==> src/rtl/spi_txn_arbiter.sv <==
// Round-robin scheduler sharing one Mode-0 SPI master among NUM_REQ requesters.
// Launches one frame per grant, waits on cs with a watchdog, then acks and enforces an idle gap.
module spi_txn_arbiter #(
  parameter int NUM_REQ        = 4,
  parameter int CMD_BITS       = 8,
  parameter int ADDR_BITS      = 8,
  parameter int PAYLOAD_BITS   = 8,
  parameter int FRAME_W        = CMD_BITS + ADDR_BITS + PAYLOAD_BITS,
  parameter int RSP_W          = 7,
  parameter int TIMEOUT_CYCLES = 4096,
  parameter int GAP_CYCLES     = 4
) (
  input  logic                            sysclk,
  input  logic                            rst,
  input  logic [NUM_REQ-1:0]              req,
  input  logic [NUM_REQ*CMD_BITS-1:0]     req_cmd,
  input  logic [NUM_REQ*ADDR_BITS-1:0]    req_addr,
  input  logic [NUM_REQ*PAYLOAD_BITS-1:0] req_payload,
  output logic [NUM_REQ-1:0]              ack,
  output logic [RSP_W-1:0]                rsp_data,
  output logic                            rsp_err,
  output logic                            busy,
  output logic                            m_tx_enb,
  output logic [FRAME_W-1:0]              m_frame,
  input  logic                            m_cs,
  input  logic [RSP_W-1:0]                m_rsp
);

  localparam int PTR_W  = (NUM_REQ > 1) ? $clog2(NUM_REQ) : 1;
  localparam int WDOG_W = $clog2(TIMEOUT_CYCLES);
  localparam int GAP_W  = $clog2(GAP_CYCLES + 1);
  localparam logic [WDOG_W-1:0] WDOG_LAST = WDOG_W'(TIMEOUT_CYCLES - 1);
  localparam logic [GAP_W-1:0]  GAP_LAST  = GAP_W'(GAP_CYCLES - 1);

  typedef enum logic [2:0] {
    S_IDLE       = 3'd0,
    S_LAUNCH     = 3'd1,
    S_WAIT_START = 3'd2,
    S_WAIT_END   = 3'd3,
    S_GAP        = 3'd4
  } state_e;

  state_e              state_q, state_d;
  logic [PTR_W-1:0]    ptr_q, ptr_d;
  logic [PTR_W-1:0]    grant_q, grant_d;
  logic [WDOG_W-1:0]   wdog_q, wdog_d;
  logic [GAP_W-1:0]    gap_q, gap_d;
  logic [NUM_REQ-1:0]  ack_q, ack_d;
  logic [RSP_W-1:0]    rsp_q, rsp_d;
  logic                err_q, err_d;
  logic                busy_q;
  logic                tx_enb_q, tx_enb_d;
  logic [FRAME_W-1:0]  frame_q, frame_d;

  logic                rr_found_s;
  logic [PTR_W-1:0]    rr_grant_s;
  logic [FRAME_W-1:0]  grant_frame_s;
  logic                wdog_done_s;
  logic                gap_done_s;

  function automatic logic [NUM_REQ-1:0] onehot(input logic [PTR_W-1:0] idx);
    logic [NUM_REQ-1:0] v;
    v = {NUM_REQ{1'b0}};
    v[idx] = 1'b1;
    return v;
  endfunction

  assign wdog_done_s = (wdog_q == WDOG_LAST);
  assign gap_done_s  = (gap_q == GAP_LAST);

  // Round-robin search starting just after the last grant; also muxes that requester's frame.
  always_comb begin
    logic [PTR_W-1:0] idx;
    logic             take;
    logic             sel;
    rr_found_s    = 1'b0;
    rr_grant_s    = ptr_q;
    grant_frame_s = {FRAME_W{1'b0}};
    for (int i = 1; i <= NUM_REQ; i++) begin
      idx        = PTR_W'((int'(ptr_q) + i) % NUM_REQ);
      take       = req[idx] && !rr_found_s;
      rr_grant_s = take ? idx : rr_grant_s;
      rr_found_s = rr_found_s | take;
    end
    for (int i = 0; i < NUM_REQ; i++) begin
      sel           = (rr_grant_s == PTR_W'(i));
      grant_frame_s = sel ? {req_cmd[i*CMD_BITS +: CMD_BITS],
                             req_addr[i*ADDR_BITS +: ADDR_BITS],
                             req_payload[i*PAYLOAD_BITS +: PAYLOAD_BITS]} : grant_frame_s;
    end
  end

  // State register
  always_ff @(posedge sysclk) begin
    if (rst) begin
      state_q <= S_IDLE;
    end else begin
      state_q <= state_d;
    end
  end

  // Next-state logic
  always_comb begin
    state_d = state_q;
    case (state_q)
      S_IDLE: begin
        if (rr_found_s) state_d = S_LAUNCH;
        else            state_d = S_IDLE;
      end
      S_LAUNCH: state_d = S_WAIT_START;
      S_WAIT_START: begin
        if (!m_cs)            state_d = S_WAIT_END;
        else if (wdog_done_s) state_d = S_GAP;
        else                  state_d = S_WAIT_START;
      end
      S_WAIT_END: begin
        if (m_cs)             state_d = S_GAP;
        else if (wdog_done_s) state_d = S_GAP;
        else                  state_d = S_WAIT_END;
      end
      S_GAP: begin
        if (gap_done_s) state_d = S_IDLE;
        else            state_d = S_GAP;
      end
      default: state_d = S_IDLE;
    endcase
  end

  // Output and datapath next values; ack/rsp default to zero so they pulse for one cycle
  always_comb begin
    ptr_d    = ptr_q;
    grant_d  = grant_q;
    wdog_d   = wdog_q;
    gap_d    = gap_q;
    ack_d    = {NUM_REQ{1'b0}};
    rsp_d    = {RSP_W{1'b0}};
    err_d    = 1'b0;
    tx_enb_d = 1'b0;
    frame_d  = frame_q;
    case (state_q)
      S_IDLE: begin
        if (rr_found_s) begin
          grant_d  = rr_grant_s;
          ptr_d    = rr_grant_s;
          frame_d  = grant_frame_s;
          tx_enb_d = 1'b1;
        end else begin
          tx_enb_d = 1'b0;
        end
      end
      S_LAUNCH: wdog_d = {WDOG_W{1'b0}};
      S_WAIT_START: begin
        if (!m_cs) begin
          wdog_d = {WDOG_W{1'b0}};
        end else if (wdog_done_s) begin
          ack_d = onehot(grant_q);
          err_d = 1'b1;
          gap_d = {GAP_W{1'b0}};
        end else begin
          wdog_d = wdog_q + WDOG_W'(1'b1);
        end
      end
      S_WAIT_END: begin
        if (m_cs) begin
          ack_d = onehot(grant_q);
          rsp_d = m_rsp;
          gap_d = {GAP_W{1'b0}};
        end else if (wdog_done_s) begin
          ack_d = onehot(grant_q);
          err_d = 1'b1;
          gap_d = {GAP_W{1'b0}};
        end else begin
          wdog_d = wdog_q + WDOG_W'(1'b1);
        end
      end
      S_GAP: gap_d = gap_q + GAP_W'(1'b1);
      default: ptr_d = ptr_q;
    endcase
  end

  // Datapath and registered outputs; pointer resets to the last index so req[0] wins first
  always_ff @(posedge sysclk) begin
    if (rst) begin
      ptr_q    <= PTR_W'(NUM_REQ - 1);
      grant_q  <= {PTR_W{1'b0}};
      wdog_q   <= {WDOG_W{1'b0}};
      gap_q    <= {GAP_W{1'b0}};
      ack_q    <= {NUM_REQ{1'b0}};
      rsp_q    <= {RSP_W{1'b0}};
      err_q    <= 1'b0;
      busy_q   <= 1'b0;
      tx_enb_q <= 1'b0;
      frame_q  <= {FRAME_W{1'b0}};
    end else begin
      ptr_q    <= ptr_d;
      grant_q  <= grant_d;
      wdog_q   <= wdog_d;
      gap_q    <= gap_d;
      ack_q    <= ack_d;
      rsp_q    <= rsp_d;
      err_q    <= err_d;
      busy_q   <= (state_d != S_IDLE);
      tx_enb_q <= tx_enb_d;
      frame_q  <= frame_d;
    end
  end

  assign ack      = ack_q;
  assign rsp_data = rsp_q;
  assign rsp_err  = err_q;
  assign busy     = busy_q;
  assign m_tx_enb = tx_enb_q;
  assign m_frame  = frame_q;

endmodule

==> config.mk <==
export PLATFORM = sky130hd
export DESIGN_NAME = spi_txn_arbiter
export DESIGN_NICKNAME = d
export VERILOG_FILES = /design/src/rtl/spi_txn_arbiter.sv
export SDC_FILE = /design/constraint.sdc
export NUM_CORES = 1
export LEC_CHECK = 0
export CAP_MARGIN = 20
export CORE_AREA = 2 2 100 83
export DETAILED_ROUTE_END_ITERATION = 12
export DIE_AREA = 0 0 102 85
export PLACE_DENSITY = 0.9
export SETUP_SLACK_MARGIN = 0.1
export SLEW_MARGIN = 20
export SYNTH_ARGS = -nofsm -noshare
export SYNTH_HDL_FRONTEND = slang
export SYNTH_SLANG_ARGS = --single-unit
==> constraint.sdc <==
create_clock -name sysclk -period 2.3 [get_ports sysclk]
set_input_delay 0.46 -clock sysclk [delete_from_list [all_inputs] [get_ports sysclk]]
set_output_delay 0.46 -clock sysclk [all_outputs]
set_load 0.02 [all_outputs]
Yosys cells after proc, flatten, opt, wreduce, memory -nomap -nowiden:

Index checks and enable logic that the tools add are counted.

* register bits: 60
* output and inout port bits: 38

* eq/ne operators: 11
* reduce and logical (&&, ||, !) cells: 17
* muxes and demuxes: 42
* bitwise gates (word level): 6
* $add $sub $neg: 6
* order comparisons: 6

Operators by type and width (count)
* 2-to-1 mux 24 bit: 4
* 2-to-1 mux 12 bit: 3
* case mux 12 bit (3 select lines): 1
* 2-to-1 mux 3 bit: 8
* < comparator 2 x 3 -> 1 bit, second input constant: 5
* case mux 3 bit (5 select lines): 1
* adder 12 x 1 -> 12 bit, second input constant: 1
* equality test 12 bit, second input constant: 1
* 2-to-1 mux 4 bit: 3
* 2-to-1 mux 1 bit: 10
* equality test 3 x 2 -> 1 bit, second input constant: 3
* case mux 3 bit (3 select lines): 1
* nonzero test 3 bit: 3
* binary-select mux 1 bit (select 2 bit): 4
* 2-to-1 mux 2 bit: 4
* case mux 4 bit (2 select lines): 1
* AND reduction 2 bit: 3
* adder 2 x 1 -> 2 bit, second input constant: 2
* adder 2 bit, second input constant: 2
* equality test 2 bit, second input constant: 2
* logical AND 1 bit: 4
* inequality test 2 bit, second input constant: 2
* adder 3 x 1 -> 3 bit, second input constant: 1
* equality test 3 x 1 -> 1 bit, second input constant: 1
* other kinds (12): 18

Depth between registers and ports, before layout:

Gate-level depths: netlist of the first run.

* depth in word-level cells: 17
* depth in mapped cells: 8
* depth with buffers taken out: 7

Least setup slack after synthesis of the first run:

Ideal clock, no wire load.

* path kind: in2reg
* start: in req[1]
* end: reg ptr_q[1]
* stages: 6
* arrival time: 1.833 ns
* path buffers: 1
* setup time: 0.122 ns
* slack: 0.345 ns
* required time: 2.178 ns
* cells stage by stage: nor2_1 -> a211o_1 -> or2_1 -> buf_6 -> or3_1 -> a221o_1

* cells in the longest elaborated chain, start to end: 12
* elaborated cells on any way between the ends: 22
* classes of those cells: 12 x mux; 3 x bitwise; 7 x reduce/logical

RTL lines
* start: declaration: RTL line 15 `input logic [NUM_REQ-1:0] req,`
* binary-select mux 1 bit (select 2 bit): RTL line 81 `take = req[idx] && !rr_found_s;`
* 2-to-1 mux 1 bit (not written as such): RTL line 81
* logical NOT 1 bit: RTL line 81
* logical AND 1 bit: RTL line 81
* bitwise OR 1 bit: RTL line 83 `rr_found_s = rr_found_s | take;`
* logical NOT 1 bit: RTL line 81
* logical AND 1 bit: RTL line 81
* bitwise OR 1 bit: RTL line 83
* logical NOT 1 bit: RTL line 81
* logical AND 1 bit: RTL line 81
* bitwise OR 1 bit: RTL line 83
* AND reduction 2 bit (no line)
* end signal: assignment: RTL line 184 `ptr_q <= PTR_W'(NUM_REQ - 1);`
* end signal: assignment: RTL line 195 `ptr_q <= ptr_d;`
* end: declaration: RTL line 44 `logic [PTR_W-1:0] ptr_q, ptr_d;`

Parallel ways exist; a longest one is shown, timed or not. The select of a mux whose other input is x is not followed.
A chain may end at the register's enable or synchronous reset.

Final worst setup path of the first run:

* start: in req[1]
* end: reg frame_q[23], in the netlist m_frame[23]

* cells in the longest elaborated chain, start to end: 16
* elaborated cells on any way between the ends: 30
* classes of those cells: 3 x eq/ne; 16 x mux; 3 x bitwise; 8 x reduce/logical

RTL lines
* binary-select mux 1 bit (select 2 bit): RTL line 81
* 2-to-1 mux 1 bit (not written as such): RTL line 81
* logical NOT 1 bit: RTL line 81
* logical AND 1 bit: RTL line 81
* bitwise OR 1 bit: RTL line 83
* logical NOT 1 bit: RTL line 81
* logical AND 1 bit: RTL line 81
* bitwise OR 1 bit: RTL line 83
* logical NOT 1 bit: RTL line 81
* logical AND 1 bit: RTL line 81
* 2-to-1 mux 2 bit: RTL line 82 `rr_grant_s = take ? idx : rr_grant_s;`
* logical NOT 2 bit: RTL line 86 `sel = (rr_grant_s == PTR_W'(i));`
* 2-to-1 mux 24 bit (4 in a row): RTL line 87 `grant_frame_s = sel ? {req_cmd[i*CMD_BITS +: CMD_BITS],`
* end signal: assignment: RTL line 193 `frame_q <= {FRAME_W{1'b0}};`
* end signal: assignment: RTL line 204 `frame_q <= frame_d;`
* end: declaration: RTL line 53 `logic [FRAME_W-1:0] frame_q, frame_d;`

Parallel ways exist; a longest one is shown, timed or not. The select of a mux whose other input is x is not followed.

==> results of run 1 <==
## path summary, 6_finish.rpt
path	from	endpoint	slack (ps)	cells after the start
hold reg to reg	m_frame[17]	m_frame[17]	460	2
hold / removal	m_frame[17]	m_frame[17]	460	2
setup / recovery	req[1]	m_frame[23]	180	8
setup reg to reg	wdog_q[0]	ack[1]	420	6
## timing repair
action | in CTS | in global routing
setup buffers | 0 | 1
gates resized for setup | 0 | 3
endpoints found under the setup margin | 0 | 8
## power by group
| part | internal (mW) | switching (mW) | leakage (nW) | total [mW] |
|---|---|---|---|---|
| combinational | 0.669 | 0.654 | 1.32 | 1.32 |
| sequential | 1.16 | 0.0898 | 0.491 | 1.25 |
| clock | 0.395 | 0.455 | 0.0931 | 0.850 |
## critical path, cell delays in order
cell             delay [ps]
clkdlybuf4s50_1         540
nor2b_1                 220
buf_4                   150
a21oi_1                  40
o211ai_1                340
buf_4                   220
a32oi_1                  90
a311oi_1                300
## metal layers
metal / track usage, % / vias to the layer above
met1: 30.6 / 1718
met2: 42.8 / 169
met4: 12.8 / 0
li1: - / 1721
met5: 0 / -
met3: 6.26 / 31
## sequential cells by signal, indices dropped and copies added (netlist names), 2 cells and up
signal	cells
wdog_q	12
m_frame	24
rsp_data	7
gap_q	3
ptr_q	2
state_q	3
grant_q	2
ack	4
## per-stage QoR
stage	cells	setup slack (ps)	setup TNS [ps]	instance area, um^2
CTS	646	172	0	5000
global placement	630	-82.1	-265	4830
finish	647	183	0	5020
floorplan	374	345	0	3070
detailed placement	630	-183	-1870	4830
global route	647	52.3	0	5020
## layout by cell type (no fill, tap or decap), types with 2 or more instances in the layout
master           netlist  final
clkdlybuf4s50_1        0    147
dfxtp_1               60     60
buf_4                  0     25
and3_1                23     23
nor2_1                22     22
a211oi_1              22     22
inv_1                 21     21
o22ai_1               19     19
o221ai_1              18     18
o21ai_0               18     17
a21oi_1               16     16
nand3_1               15     15
nand2_1               14     14
nand2b_1               9      9
and2_1                 9      9
clkbuf_8               0      9
nor3_1                 8      8
o21bai_1               7      7
xor2_1                 7      7
nand4_1                6      6
a31oi_1                6      6
a21o_1                 6      6
clkinv_4               0      5
nor2b_1                5      4
or3_1                  4      4
buf_12                 0      4
or2_2                  3      3
o21a_1                 3      3
ha_1                   3      3
o211ai_1               2      2
o21ai_1                1      2
o31ai_1                2      2
a41oi_1                2      2
and4_1                 2      2
nor3b_1                2      2
clkinv_2               0      2
## cell families (layout without fill, tap and decap cells)
kind of cell | count (synthesis) | count (layout) | synth area share, %
xor+xnor | 7 | 7 | 2.00
flops | 60 | 60 | 39.1
fa+ha+maj | 3 | 3 | 1.22
buf+inv | 48 | 213 | 6.27
compound gates | 129 | 129 | 28.7
simple gates | 126 | 126 | 22.4
mux | 1 | 1 | 0.326
## cell type report
class	count	area, um^2
Fill cell	616	2670
Sequential cell	60	1200
Multi-Input combinational cell	266	1690
Clock inverter	7	53.8
Timing Repair Buffer	176	1740
Inverter	21	78.8
Tap cell	108	135
Clock buffer	9	124
==> impl_results.md, run 1 <==
* Metal3 WL at 867 um
* Post-Synthesis Cells at 374
* Clock slew seen by the registers of the worst setup and hold paths at 70 ps
* Synth cell types at 46
* Crit path launch type: primary input
* Slew @ Worst Pin at 804 ps
* Hpwl dp at 8270 um
* Vias per cell at 5.62
* Vias in the first global route at 3,597
* DR vias at 3,639
* Post-Syn Nets at 487
* Area grow syn2layout at 63.4%
* # diodes at 0
* Final hold slack at 463 ps
* Initial antenna violation count at 0
* Root buffer cell: clkbuf_8
* Max-cap violation count at 0
* Die height at 85 um
* Area contributors post-synth: dfxtp_1 39%, a211oi_1 5.4%, o221ai_1 5.1%
* Met2 WL at 5300 um
* Top Layer Used: met4
* RSZ-0062 raised after global routing: false
* Overflow after GRT at 0
* Hold Buf Count CTS at 0
* Layout cell share with drive strength beyond 1 at 9.28%
* Static Leak at 1.90 nW
* Area share of the largest cell type after synthesis at 39.1%
* Peak supply drop at 0.347 mV
* Detail Route Antenna Nets at 0
* Final core occ at 65.3%
* Ys flop type: dfxtp_1
* Core Area at 7690 um^2
* Total Wirelength at 11,000 um
* Final hold violations at 0
* Register bit count reported by yosys at 60
* Ys Warns at 0
* DIE WIDTH at 102 um
* Largest area contributor in the netlist: dfxtp_1
* DRT Pass-1 Iters at 4
* Fmax achieved at 472 MHz
* H-tree Lvls at 3
* P per Cell Area at 682 nW/um^2
* Fraction of registers with async set/reset at 0%
* Tmin final at 2120 ps
* CTS Buffer Depth at 2
* Final setup viols at 0
* Clk_lat worst skew at 340 ps
* First-pass GRT wire length at 17,400 um
* Met1 WL at 4440 um
* # IOs at 148
* Num CTS Buffers at 9
* Port Buf Inserts at 147
* Period Utilization, post-route at 92.0%
* CP arrival at 2360 ps
* Max_slew headroom at 45.9%
* Worst EP required at 2550 ps
* Seq/Total Area, Yosys at 39.1%
* Synth top cells by count: 60 x dfxtp_1, 23 x and3_1, 22 x a211oi_1, 22 x nor2_1, 21 x inv_1
* CTS tree: built
* Status: finished, final reports clean
* Initial Util at 39.9%
* Per-cell routed wire length at 17.0 um
* Drt drc at 0
* Die area at 8670 um^2
* Nets at 647
* Pins Over Slew Limit at 0
* Hold/Removal Path Class: flip-flop to flip-flop
* Critical path fanouts, max at 6
* Total power at 3.43 mW
* 1st-iter DRT viols at 195
* Largest net degree at the start of global routing at 26
* Crit Path Category: primary input to flip-flop
* Routability cong. at 0.921
* Mapped cell area at 3070 um^2
* Global Route Usage Sum at 25.6%
* EDFF count, synth at 0
* Row count at 29
* Sink Count at 60
* Skew final at 6.90 ps
* Crit. End Element: flip-flop
* Cell with the most instances after synthesis: dfxtp_1
* Synth Area per Inst at 8.22 um^2
Note: power is estimated with default switching activity, not from simulation.
==> inputs of run 2 (changes only) <==
clock period = 2.2 ns   (was 2.3 ns; I/O delays follow)
==> run 2 against run 1 <==
Net effect: clock skew grew 2.1 ps; critical path depth unchanged; global-route usage grew 0.40 points; sequential cell count unchanged; cell area grew 0.60%; critical endpoint is now m_frame[10]; register-to-register slack got worse by 70 ps; worst hold slack worse by 0.60 ps; clock-buffer cell count is the same; wire length up 1.6%; cell count rose by 0.46%; highest routed layer unchanged; total power rose by 5.1%.
==> impl_results.md, run 2 (synthesized netlist as in run 1, its figures left out) <==
* DIE WIDTH at 102 um
* Hold/Removal Path Class: flip-flop to flip-flop
* Clk_lat worst skew at 350 ps
* CTS Buffer Depth at 2
* Per-cell routed wire length at 17.2 um
* Max reg flops at 24
* Drt drc at 0
* Num CTS Buffers at 9
* DRT Pass-1 Iters at 5
* Initial Util at 39.9%
* Overflow after GRT at 0
* Die height at 85 um
* CTS tree: built
* Placed inst area at 4840 um^2
* Worst R2R Path Depth at 7
* Placed Cells incl. Taps at 634
* Total power at 3.60 mW
* Root buffer cell: clkbuf_8
* First-pass GRT wire length at 17,800 um
* # IOs at 148
* Period Utilization, post-route at 94.4%
* Critical path fanouts, max at 14
* Layout cell share with drive strength beyond 1 at 10.5%
* Sink Count at 60
* Final instance area at 5050 um^2
* Peak supply drop at 0.334 mV
* Port Buf Inserts at 147
* Max-cap violation count at 0
* Vias in the first global route at 3,604
* Worst EP required at 2470 ps
* Commonest cells after routing, fill and taps aside: 146 x clkdlybuf4s50_1, 60 x dfxtp_1, 29 x buf_4, 23 x and3_1, 22 x nor2_1
* 1st-iter DRT viols at 292
* Routability cong. at 0.854
* # diodes at 0
* Place WS at -205 ps
* Status: finished, final reports clean
* Max_slew headroom at 61.9%
* Final setup viols at 0
* Global Route Usage Sum at 26.0%
* Largest net degree at the start of global routing at 26
* Register Area at 1200 um^2
* Hold depth at 2
* Most common library cell in the layout ignoring fill and taps: clkdlybuf4s50_1
* Final hold violations at 0
* Static Leak at 1.92 nW
* Tmin final at 2080 ps
* Detail Route Antenna Nets at 0
* CP arrival at 2350 ps
* Area grow syn2layout at 64.3%
* P per Cell Area at 713 nW/um^2
* Die area at 8670 um^2
* Row count at 29
* Clock slew seen by the registers of the worst setup and hold paths at 80 ps
* Crit Path Category: primary input to flip-flop
* Setup bufs post-CTS at 0
* Final hold slack at 462 ps
* Multi-input gate area at 1710 um^2
* RSZ-0062 raised after global routing: true
* Reg2Reg Setup Slack at 350 ps
* Fin worst setup slack at 124 ps
* Post-CTS resize count at 0
* H-tree Lvls at 3
* Crit path launch type: primary input
* Hpwl dp at 8420 um
* DR vias at 3,653
* Hold Buf Count CTS at 0
* Pins Over Slew Limit at 0
* Core Area at 7690 um^2
* Fmax achieved at 482 MHz
* Slew @ Worst Pin at 567 ps
* Non-Filler Instances at 650
* Crit. End Element: flip-flop
* Nets at 650
* Vias per cell at 5.62
* Layout filler cell count at 635
* Total Wirelength at 11,200 um
* Initial antenna violation count at 0
* Skew final at 8.99 ps
==> run 2: stage by stage <==
stage	util (%)	TNS, ps
after floorplan	-	0
final	65.6	0
after global routing	65.6	0
after global placement	63.0	-1180
after detailed placement	63.0	-3260
after CTS	65.2	0
==> run 2: worst paths after layout <==
kind                  to         from
min          m_frame[17]  m_frame[17]
min reg2reg  m_frame[17]  m_frame[17]
max reg2reg  m_frame[10]     ptr_q[0]
max          m_frame[10]       req[3]
==> run 2: critical path: stages <==
cell and delay (ps):
clkdlybuf4s50_1 470, nor2b_2 200, buf_4 160, o21ai_0 290, o31a_1 230, buf_4 220, o221ai_1 150, o22ai_1 180
==> run 2: per-layer routing <==
metal | vias up | GRT usage, % | wire, um
met3 | 38 | 8.15 | 875
met4 | 0 | 12.0 | 425
li1 | 1726 | - | -
met5 | - | 0 | 0
met2 | 185 | 43.0 | 5300
met1 | 1704 | 30.7 | 4570
==> run 2: power breakdown <==
group          switching (mW)  total [mW]  internal [mW]
Combinational           0.692        1.40          0.705
Sequential             0.0959        1.31           1.22
Clock                   0.481       0.892          0.411
Total                    1.27        3.60           2.33
==> run 2: layout make-up <==
cell class                 instances  area share, %
timing repair buffer             179           34.7
clock buffer                       9           2.45
tap                              108           2.68
multi-input combinational        266           33.8
sequential                        60           23.8
clock inverter                     7           1.02
inverter                          21           1.56
==> inputs of run 3 (changes only) <==
MAX_ROUTING_LAYER = met4   (was default)
TNS_END_PERCENT = 100   (was default)
==> run 3 against run 2 <==
Net effect: clock skew is 1.1 ps higher; sequential share of layout area about the same; cell area about the same; register-to-register slack got worse by 50 ps.
==> impl_results.md, run 3 (synthesized netlist as in run 1, its figures left out) <==
* Slew @ Worst Pin at 659 ps
* P per Cell Area at 735 nW/um^2
* DR vias at 3,609
* Root buffer cell: clkbuf_8
* Die area at 8670 um^2
* Worst EP required at 2420 ps
* Max_slew headroom at 55.7%
* Final core occ at 65.6%
* Skew final at 10.1 ps
* Crit path launch type: primary input
* 1st-iter DRT viols at 229
* Slowest cell on the critical path: clkdlybuf4s50_1
* Setup bufs post-CTS at 0
* Row count at 29
* Layout cell share with drive strength beyond 1 at 9.07%
* Num CTS Buffers at 9
* Pins Over Slew Limit at 0
* Sink Count at 60
* Critical path, cell by cell: clkdlybuf4s50_1, nor2_1, or3_1, buf_4, nand2_1, buf_4, a211oi_1, o22ai_1
* Peak supply drop at 0.402 mV
* First-pass GRT wire length at 17,500 um
* # IOs at 148
* Hold Buf Count CTS at 0
* Max reg flops at 24
* Final instance area at 5050 um^2
* M3 GR Usage at 4.78%
* Vias in the first global route at 3,535
* Crit. End Element: flip-flop
* Hold/Removal Path Class: flip-flop to flip-flop
* Die height at 85 um
* DIE WIDTH at 102 um
* Fmax achieved at 496 MHz
* Clk_lat worst skew at 350 ps
* Period Utilization, post-route at 91.7%
* # diodes at 0
* Vias per cell at 5.57
* Crit Path Category: primary input to flip-flop
* Nets at 648
* Most Crowded Layer GR: met2
* Final hold slack at 472 ps
* Largest net degree at the start of global routing at 26
* Status: finished, final reports clean
* Register Area at 1200 um^2
* CTS Buffer Depth at 2
* Hpwl dp at 8220 um
* Overflow after GRT at 0
* Initial antenna violation count at 0
* Clock slew seen by the registers of the worst setup and hold paths at 70 ps
* Most common library cell in the layout ignoring fill and taps: clkdlybuf4s50_1
* Worst path most repeated cell: buf_4
* DRT Pass-1 Iters at 4
* Final setup viols at 0
* Total Wirelength at 11,100 um
* Static Leak at 1.91 nW
* Global Route Usage Sum at 26.3%
* Final setup TNS at 0 ps
* Area grow syn2layout at 64.2%
* Met1 Use GR at 33.2%
* Commonest cells after routing, fill and taps aside: 146 x clkdlybuf4s50_1, 60 x dfxtp_1, 25 x buf_4, 23 x and3_1
* Port Buf Inserts at 147
* CP arrival at 2240 ps
* Multi-input gate area at 1680 um^2
* Core Area at 7690 um^2
* Max incr delay on CP at 460 ps
* Layout filler cell count at 626
* Place WS at -192 ps
* Final hold violations at 0
* Drt drc at 0
* Critical path fanouts, max at 14
* Fin worst setup slack at 182 ps
* Met2 Use GR at 40.2%
* RSZ-0062 raised after global routing: true
* Max-cap violation count at 0
* Placed inst area at 4840 um^2
* CTS tree: built
* Routability cong. at 0.875
* Initial Util at 39.9%
* Tmin final at 2020 ps
* Per-cell routed wire length at 17.1 um
* H-tree Lvls at 3
* Detail Route Antenna Nets at 0
==> run 3: stage by stage <==
| step | instances | power, mW |
|---|---|---|
| after floorplan | 374 | 2.00 |
| after global placement | 632 | 2.65 |
| after detailed placement | 632 | 2.70 |
| after CTS | 648 | 3.71 |
| after global routing | 648 | 3.90 |
| final | 648 | 3.71 |
==> run 3: worst paths after layout <==
check / from / end / slack, ps / depth (start not counted)
setup reg to reg: wdog_q[0] / ack[1] / 300 / 6
hold reg to reg: m_frame[9] / m_frame[9] / 470 / 2
setup / recovery: req[3] / m_frame[7] / 180 / 8
hold / removal: m_frame[9] / m_frame[9] / 470 / 2
==> run 3: report_power, final <==
part | switching (mW) | internal [mW]
clock | 0.485 | 0.528
combinational | 0.692 | 0.698
sequential | 0.0928 | 1.22
==> run 3: cell type report <==
type | instances | share of cell area (%)
clock buffer | 9 | 2.45
clock inverter | 7 | 1.49
inverter | 21 | 1.56
multi-input combinational | 266 | 33.3
sequential | 60 | 23.8
tap | 108 | 2.68
timing repair buffer | 177 | 34.7
==> run 3: timing repair <==
item                                    in CTS  in global routing
endpoints found under the setup margin       0                 12
resized for setup                            0                  4
endpoints found under the hold margin        0                  0
==> run 3: per-layer routing <==
layer / wire length, um / vias to the layer above
li1: - / 1721
met1: 4760 / 1668
met2: 5140 / 177
met3: 726 / 43
met4: 447 / 0
met5: 0 / -
==> run 3: critical path: cells and delay by family <==
kind	cells	cell delay (ps)
AO/OA/AOI/OAI	2	430
buffers and inverters	3	840
AND/OR/NAND/NOR	3	520
